$ cat config.mk
export PLATFORM = sky130hd
export DESIGN_NAME = alu_operand_select
export DESIGN_NICKNAME = d
export VERILOG_FILES = /design/src/rtl/alu_operand_select.sv
export SDC_FILE = /design/constraint.sdc
export NUM_CORES = 1
export LEC_CHECK = 0
export CORE_MARGIN = 3
export CORE_UTILIZATION = 40
export CTS_CLUSTER_DIAMETER = 60
export DETAILED_ROUTE_END_ITERATION = 8
export PLACE_DENSITY = 0.87
export SETUP_SLACK_MARGIN = 0.3
export SLEW_MARGIN = 10
export SYNTH_ARGS = -nofsm -noshare
export SYNTH_HDL_FRONTEND = slang
export SYNTH_SLANG_ARGS = --single-unit
$ cat constraint.sdc
create_clock -name clk -period 1.7 [get_ports clk]
set_input_delay 0.255 -clock clk [delete_from_list [all_inputs] [get_ports clk]]
set_output_delay 0.255 -clock clk [all_outputs]
set_load 0.01 [all_outputs]
$ cat src/rtl/alu_operand_select.sv
// alu_operand_select
// Execute-stage operand and function selector for the Y86-64 sequential core.
// Decodes icode/ifun into ALU operand A, operand B and the 2-bit ALU function,
// then captures the result in a single output register stage.
//
// Optional feature macro: ALU_SEL_IADDQ_EN
//   defined   -> icode C (iaddq) selects aluA=valC, aluB=valB, alufun=ADD
//   undefined -> icode C decodes as an unknown instruction (all-zero operands)
//
// Flow control: this stage has no ready signal. in_valid marks that the
// inputs carry a decoded instruction. The register loads on every edge
// unless stall=1, which freezes every output including out_valid. rst has
// priority over stall. The data outputs load even when in_valid=0, so
// consumers must qualify aluA/aluB/alufun/fun_err with out_valid.

module alu_operand_select (
    input  logic        clk,
    input  logic        rst,
    input  logic        in_valid,
    input  logic        stall,
    input  logic [3:0]  icode,
    input  logic [3:0]  ifun,
    input  logic [63:0] valA,
    input  logic [63:0] valB,
    input  logic [63:0] valC,
    output logic        out_valid,
    output logic [63:0] aluA,
    output logic [63:0] aluB,
    output logic [1:0]  alufun,
    output logic        fun_err
);

    // Instruction codes
    localparam logic [3:0] I_HALT   = 4'h0;
    localparam logic [3:0] I_NOP    = 4'h1;
    localparam logic [3:0] I_RRMOVQ = 4'h2;
    localparam logic [3:0] I_IRMOVQ = 4'h3;
    localparam logic [3:0] I_RMMOVQ = 4'h4;
    localparam logic [3:0] I_MRMOVQ = 4'h5;
    localparam logic [3:0] I_OPQ    = 4'h6;
    localparam logic [3:0] I_JXX    = 4'h7;
    localparam logic [3:0] I_CALL   = 4'h8;
    localparam logic [3:0] I_RET    = 4'h9;
    localparam logic [3:0] I_PUSHQ  = 4'hA;
    localparam logic [3:0] I_POPQ   = 4'hB;
    localparam logic [3:0] I_IADDQ  = 4'hC;

    // ALU function codes
    localparam logic [1:0] F_ADD = 2'd0;

    // Stack pointer adjustment constants
    localparam logic [63:0] MINUS_8 = 64'hFFFF_FFFF_FFFF_FFF8;
    localparam logic [63:0] PLUS_8  = 64'd8;

    // Operand source selectors, kept as named enums so the decode is readable
    // and easy to observe in a waveform.
    typedef enum logic [2:0] {
        A_ZERO   = 3'd0,
        A_VALA   = 3'd1,
        A_VALC   = 3'd2,
        A_MINUS8 = 3'd3,
        A_PLUS8  = 3'd4
    } a_src_e;

    typedef enum logic {
        B_ZERO = 1'b0,
        B_VALB = 1'b1
    } b_src_e;

    a_src_e     a_src;
    b_src_e     b_src;
    logic [1:0] fun_sel;
    logic       err_sel;

    logic [63:0] aluA_next;
    logic [63:0] aluB_next;

    // Decode icode/ifun into operand sources and ALU function.
    always_comb begin
        a_src   = A_ZERO;
        b_src   = B_ZERO;
        fun_sel = F_ADD;
        err_sel = 1'b0;
        case (icode)
            I_HALT, I_NOP, I_JXX: begin
                a_src = A_ZERO;
                b_src = B_ZERO;
            end
            I_RRMOVQ: begin
                a_src = A_VALA;
                b_src = B_ZERO;
            end
            I_IRMOVQ: begin
                a_src = A_VALC;
                b_src = B_ZERO;
            end
            I_RMMOVQ, I_MRMOVQ: begin
                a_src = A_VALC;
                b_src = B_VALB;
            end
            I_OPQ: begin
                a_src = A_VALA;
                b_src = B_VALB;
                // Only ifun 0..3 name a real ALU operation; anything larger
                // falls back to ADD and raises the error flag.
                if (ifun[3:2] == 2'b00) begin
                    fun_sel = ifun[1:0];
                end else begin
                    fun_sel = F_ADD;
                    err_sel = 1'b1;
                end
            end
            I_CALL, I_PUSHQ: begin
                a_src = A_MINUS8;
                b_src = B_VALB;
            end
            I_RET, I_POPQ: begin
                a_src = A_PLUS8;
                b_src = B_VALB;
            end
`ifdef ALU_SEL_IADDQ_EN
            I_IADDQ: begin
                a_src = A_VALC;
                b_src = B_VALB;
            end
`endif
            default: begin
                // Unknown codes select zero operands with ADD.
                a_src = A_ZERO;
                b_src = B_ZERO;
            end
        endcase
    end

    // Operand multiplexers driven by the decoded sources.
    always_comb begin
        aluA_next = 64'd0;
        aluB_next = 64'd0;
        case (a_src)
            A_VALA:   aluA_next = valA;
            A_VALC:   aluA_next = valC;
            A_MINUS8: aluA_next = MINUS_8;
            A_PLUS8:  aluA_next = PLUS_8;
            default:  aluA_next = 64'd0;
        endcase
        if (b_src == B_VALB) begin
            aluB_next = valB;
        end
    end

    // Output register: reset first, then stall holds, otherwise load.
    always_ff @(posedge clk) begin
        if (rst) begin
            out_valid <= 1'b0;
            aluA      <= 64'd0;
            aluB      <= 64'd0;
            alufun    <= F_ADD;
            fun_err   <= 1'b0;
        end else if (!stall) begin
            out_valid <= in_valid;
            aluA      <= aluA_next;
            aluB      <= aluB_next;
            alufun    <= fun_sel;
            fun_err   <= err_sel;
        end
    end

endmodule

=== After elaboration in Yosys (flattened, before gate mapping) ===
Cells that the tools add are included.

* Bits in registers: 132
* Input bits: 204
* Word-level logic and storage cells: 32

* Equality and inequality tests: 13
* Muxes and demuxes: 8
* Reductions and logical operators: 6

{| class="wikitable"
|+ Operators by type and width
! cell !! number
|-
| $pmux 64 s4 || 1
|-
| $mux 64 || 1
|-
| $eq 4x4->1 const B || 4
|-
| $eq 4x3->1 const B || 3
|-
| $pmux 3 s4 || 1
|-
| $eq 4x2->1 const B || 2
|-
| $reduce_or 7->1 || 1
|-
| $eq 3x2->1 const B || 2
|-
| $reduce_or 2->1 || 3
|-
| $mux 2 || 2
|-
| $eq 3x1->1 const B || 1
|-
| $eq 3x3->1 const B || 1
|-
| $mux 1 || 3
|-
| $reduce_or 3->1 || 1
|-
| $logic_not 2->1 || 1
|}

=== Longest topological paths before layout ===
* Depth in word-level cells: 5
* Depth in mapped cells: 6
* Mapped depth without buffers: 4

=== Worst setup path after synthesis ===
Ideal clock, no wire load.

* Path kind: input-to-reg
* Start: input stall
* End: register aluA[17]
* Arrival time: 1246 ps
* Path slack: 332 ps
* Stages on the path: 5
* Path buffers: 3
* Cell sequence: buf_2 > nor2b_1 > buf_2 > clkbuf_1 > a221o_1

{| class="wikitable"
|+ RTL lines
! item !! RTL line !! source
|-
| from (decl) || 20 || <nowiki>input logic stall,</nowiki>
|-
| to (signal assigned) || 161 || <nowiki>aluA <= aluA_next;</nowiki>
|-
| to (decl) || 27 || <nowiki>output logic [63:0] aluA,</nowiki>
|}

=== Worst setup path after layout ===
* Start: register aluA[19]
* End: output aluA[19]

No word-level cell between the ends.

==> results.sh <==
export IMPL_ir_drop_mv=0.8582
export IMPL_synthTopCellsByArea="dfxtp_1, a21oi_1, a221o_1, nand2_1, nand3b_1"
export IMPL_track_usage_pct=25.91
export IMPL_dp_hpwl_mm=16.11
export IMPL_numCtsBuffers=17
export IMPL_synthesis_nets=951
export IMPL_grt_pass1_wl_mm=36.19
export IMPL_worst_ep_arrival_time_ns=1.09
export IMPL_drt_initial_drc_count=333
export IMPL_hold_path_class="in -> reg"
export IMPL_antenna_found_initial=0
export IMPL_busiest_layer="met2"
export IMPL_path_cells="clkdlybuf4s15_1"
export IMPL_critPathCaptureType="primary output"
export IMPL_mostFrequentLayoutCells="clkdlybuf4s50_1, dfxtp_1, dlygate4sd2_1, a21oi_1, nand2_1"
export IMPL_critical_path_top_delay_family="flip-flops"
export IMPL_gp_congestion=0.8324
export IMPL_start_kind="register"
export IMPL_fin_crit_sh_pct=78.88
export IMPL_syn_area_per_cell_sq_um=8.382
export IMPL_grtUsageMet1_pct=31.13
export IMPL_maxCapViolations=0
export IMPL_rows=45
export IMPL_synth_seq_cells=132
export IMPL_slew_viol_final=0
export IMPL_die_w_microns=131.1
export IMPL_wl_per_cell_microns=18.26
export IMPL_rsz0062_at_grt="false"
export IMPL_cts_tree="built"
export IMPL_finalPower_w=0.008911
export IMPL_setup_tns_ns=0
export IMPL_path_class="reg -> out"
export IMPL_timing_hold_ws_ns=0.2223
export IMPL_synth_area_sq_um=6261
export IMPL_stdcell_count=1279
export IMPL_grt_max_degree=94
export IMPL_ant_nets=0
export IMPL_worst_slew_pin_slew_ns=0.5264
export IMPL_core_area_sq_um=15260
export IMPL_final_common_cell="clkdlybuf4s50_1"
export IMPL_slowest_delay_ns=0.35
export IMPL_num_vias=7029
export IMPL_start_util_pct=41.03
export IMPL_ys_warn_count=0
export IMPL_die_area_sq_um=17190
export IMPL_netlist_instances=747
export IMPL_yosysSeqAreaShare_pct=42.21
export IMPL_drive_above_1_share_pct=7.678
export IMPL_overflow=0
export IMPL_cts_path_max_buffers=2
export IMPL_setup_viol=0
export IMPL_die_y_microns=131.1
export IMPL_crit_required_ns=1.44
export IMPL_dp_cells=1243
export IMPL_async_flop_share_pct=0
export IMPL_layout_setup_ws_ns=0.3590
export IMPL_synth_edff_count=0
export IMPL_cts_root_buf="clkbuf_16"
export IMPL_synthToLayoutAreaGrowth_pct=66.95
export IMPL_synth_area_leader_cell="dfxtp_1"
export IMPL_cpMaxStageDelayCell="dfxtp_1"
export IMPL_drc=0
export IMPL_grt_pass1_vias=6664
export IMPL_hold_buffers=0
export IMPL_synthFlopType="dfxtp_1"
export IMPL_fillCellCount=1208
export IMPL_p_per_area_nw_per_um2=852.5
export IMPL_max_freq_mhz=745.7
export IMPL_hold_viol=0
export IMPL_use_met2_pct=42.57
export IMPL_top_level_ports=336
export IMPL_h_tree_depth=4
export IMPL_path_max_fanout=2
export IMPL_synthDistinctLibCells=28
export IMPL_path_clk_slew_ns=0.06
export IMPL_clock_sinks=132
export IMPL_port_buffers=335
export IMPL_p_leak_nw=4.371
export IMPL_outcome="completed"
export IMPL_pre_cts_ws_ns=-0.1235
export IMPL_max_slew_margin_pct=64.84
export IMPL_first_pass_iters=5
export IMPL_final_setup_skew_ns=0
export IMPL_grtUsageMet3_pct=10.64
export IMPL_yosysTopAreaCellShare_pct=42.21
export IMPL_period_needed_ns=1.341
export IMPL_wl_mm=23.36
export IMPL_cp_num_buf_inv=1
export IMPL_routed_via_density=5.496
export IMPL_clock_latency_ns=0.41
export IMPL_layout_nets=1259
export IMPL_diodes=0
## where the power goes
group	internal, W	total, W	switching, W	leakage, nW
sequential	0.00323	0.00330	0.0000692	1.08
combinational	0.000877	0.00157	0.000696	2.98
clock	0.00263	0.00404	0.00141	0.318
## worst paths after layout
| path | start | to | slack, ns | cells past startpoint |
|---|---|---|---|---|
| max | aluA[19]$_SDFFE_PP0N_ | aluA[19] | 0.36 | 1 |
| min | stall | aluA[3]$_SDFFE_PP0N_ | 0.22 | 3 |
| max reg2reg | aluA[56]$_SDFFE_PP0N_ | aluA[56]$_SDFFE_PP0N_ | 0.95 | 1 |
| min reg2reg | aluB[39]$_SDFFE_PP0N_ | aluB[39]$_SDFFE_PP0N_ | 0.46 | 2 |
## Yosys cell counts (2+ instances only)
| library cell | n |
|---|---|
| a221o_1 | 60 |
| nor2b_1 | 2 |
| a31oi_1 | 63 |
| nor4_4 | 2 |
| nand2_1 | 128 |
| nand3b_1 | 64 |
| clkbuf_1 | 44 |
| a21oi_1 | 129 |
| buf_6 | 6 |
| nand2b_1 | 65 |
| buf_2 | 28 |
| a22o_1 | 5 |
| dfxtp_1 | 132 |
| nor2_1 | 2 |
| buf_1 | 4 |
## flip-flops by register name (all words and copies together), names as in the netlist
register and flops:
aluB 64, alufun 2, aluA 64, fun_err 1
out_valid 1
## stage by stage
stage | instance area, sq um | util, %
CTS | 10370 | 67.99
detailed placement | 9879 | 64.75
floorplan | 6261 | -
finish | 10450 | 68.50
global route | 10450 | 68.50
global placement | 9879 | 64.75
## kinds of logic after synthesis
kind of cell | Yosys count | synth area share [%]
and+or+nand+nor | 270 | 23.94
AOI/OAI and AO/OA | 261 | 27.38
DFF | 132 | 42.21
buffers and inverters | 83 | 6.315
muxes | 1 | 0.1599
## repair_timing
item                       in CTS  in global routing
cloned                          0                  2
buffers inserted                0                  2
setup endpoints to repair     133                 69
resized for setup             133                  5
pin swaps                       0                  1
## per-layer routing
layer  vias up  wire (microns)
li1       3335               -
met1      3337            9231
met2       326           11390
met3        31            2285
met4         0             455
met5         -               0
## area by class of cell
class	instances	area, sq um	area share, %
clock inverters	10	167.7	1.604
clock buffers	22	484.2	4.633
repair buffers	372	3630	34.73
flip-flops and latches	132	2643	25.28
multi-input cells	532	3264	31.23
well taps	211	264.0	2.526
(Power assumes the default switching activity.)
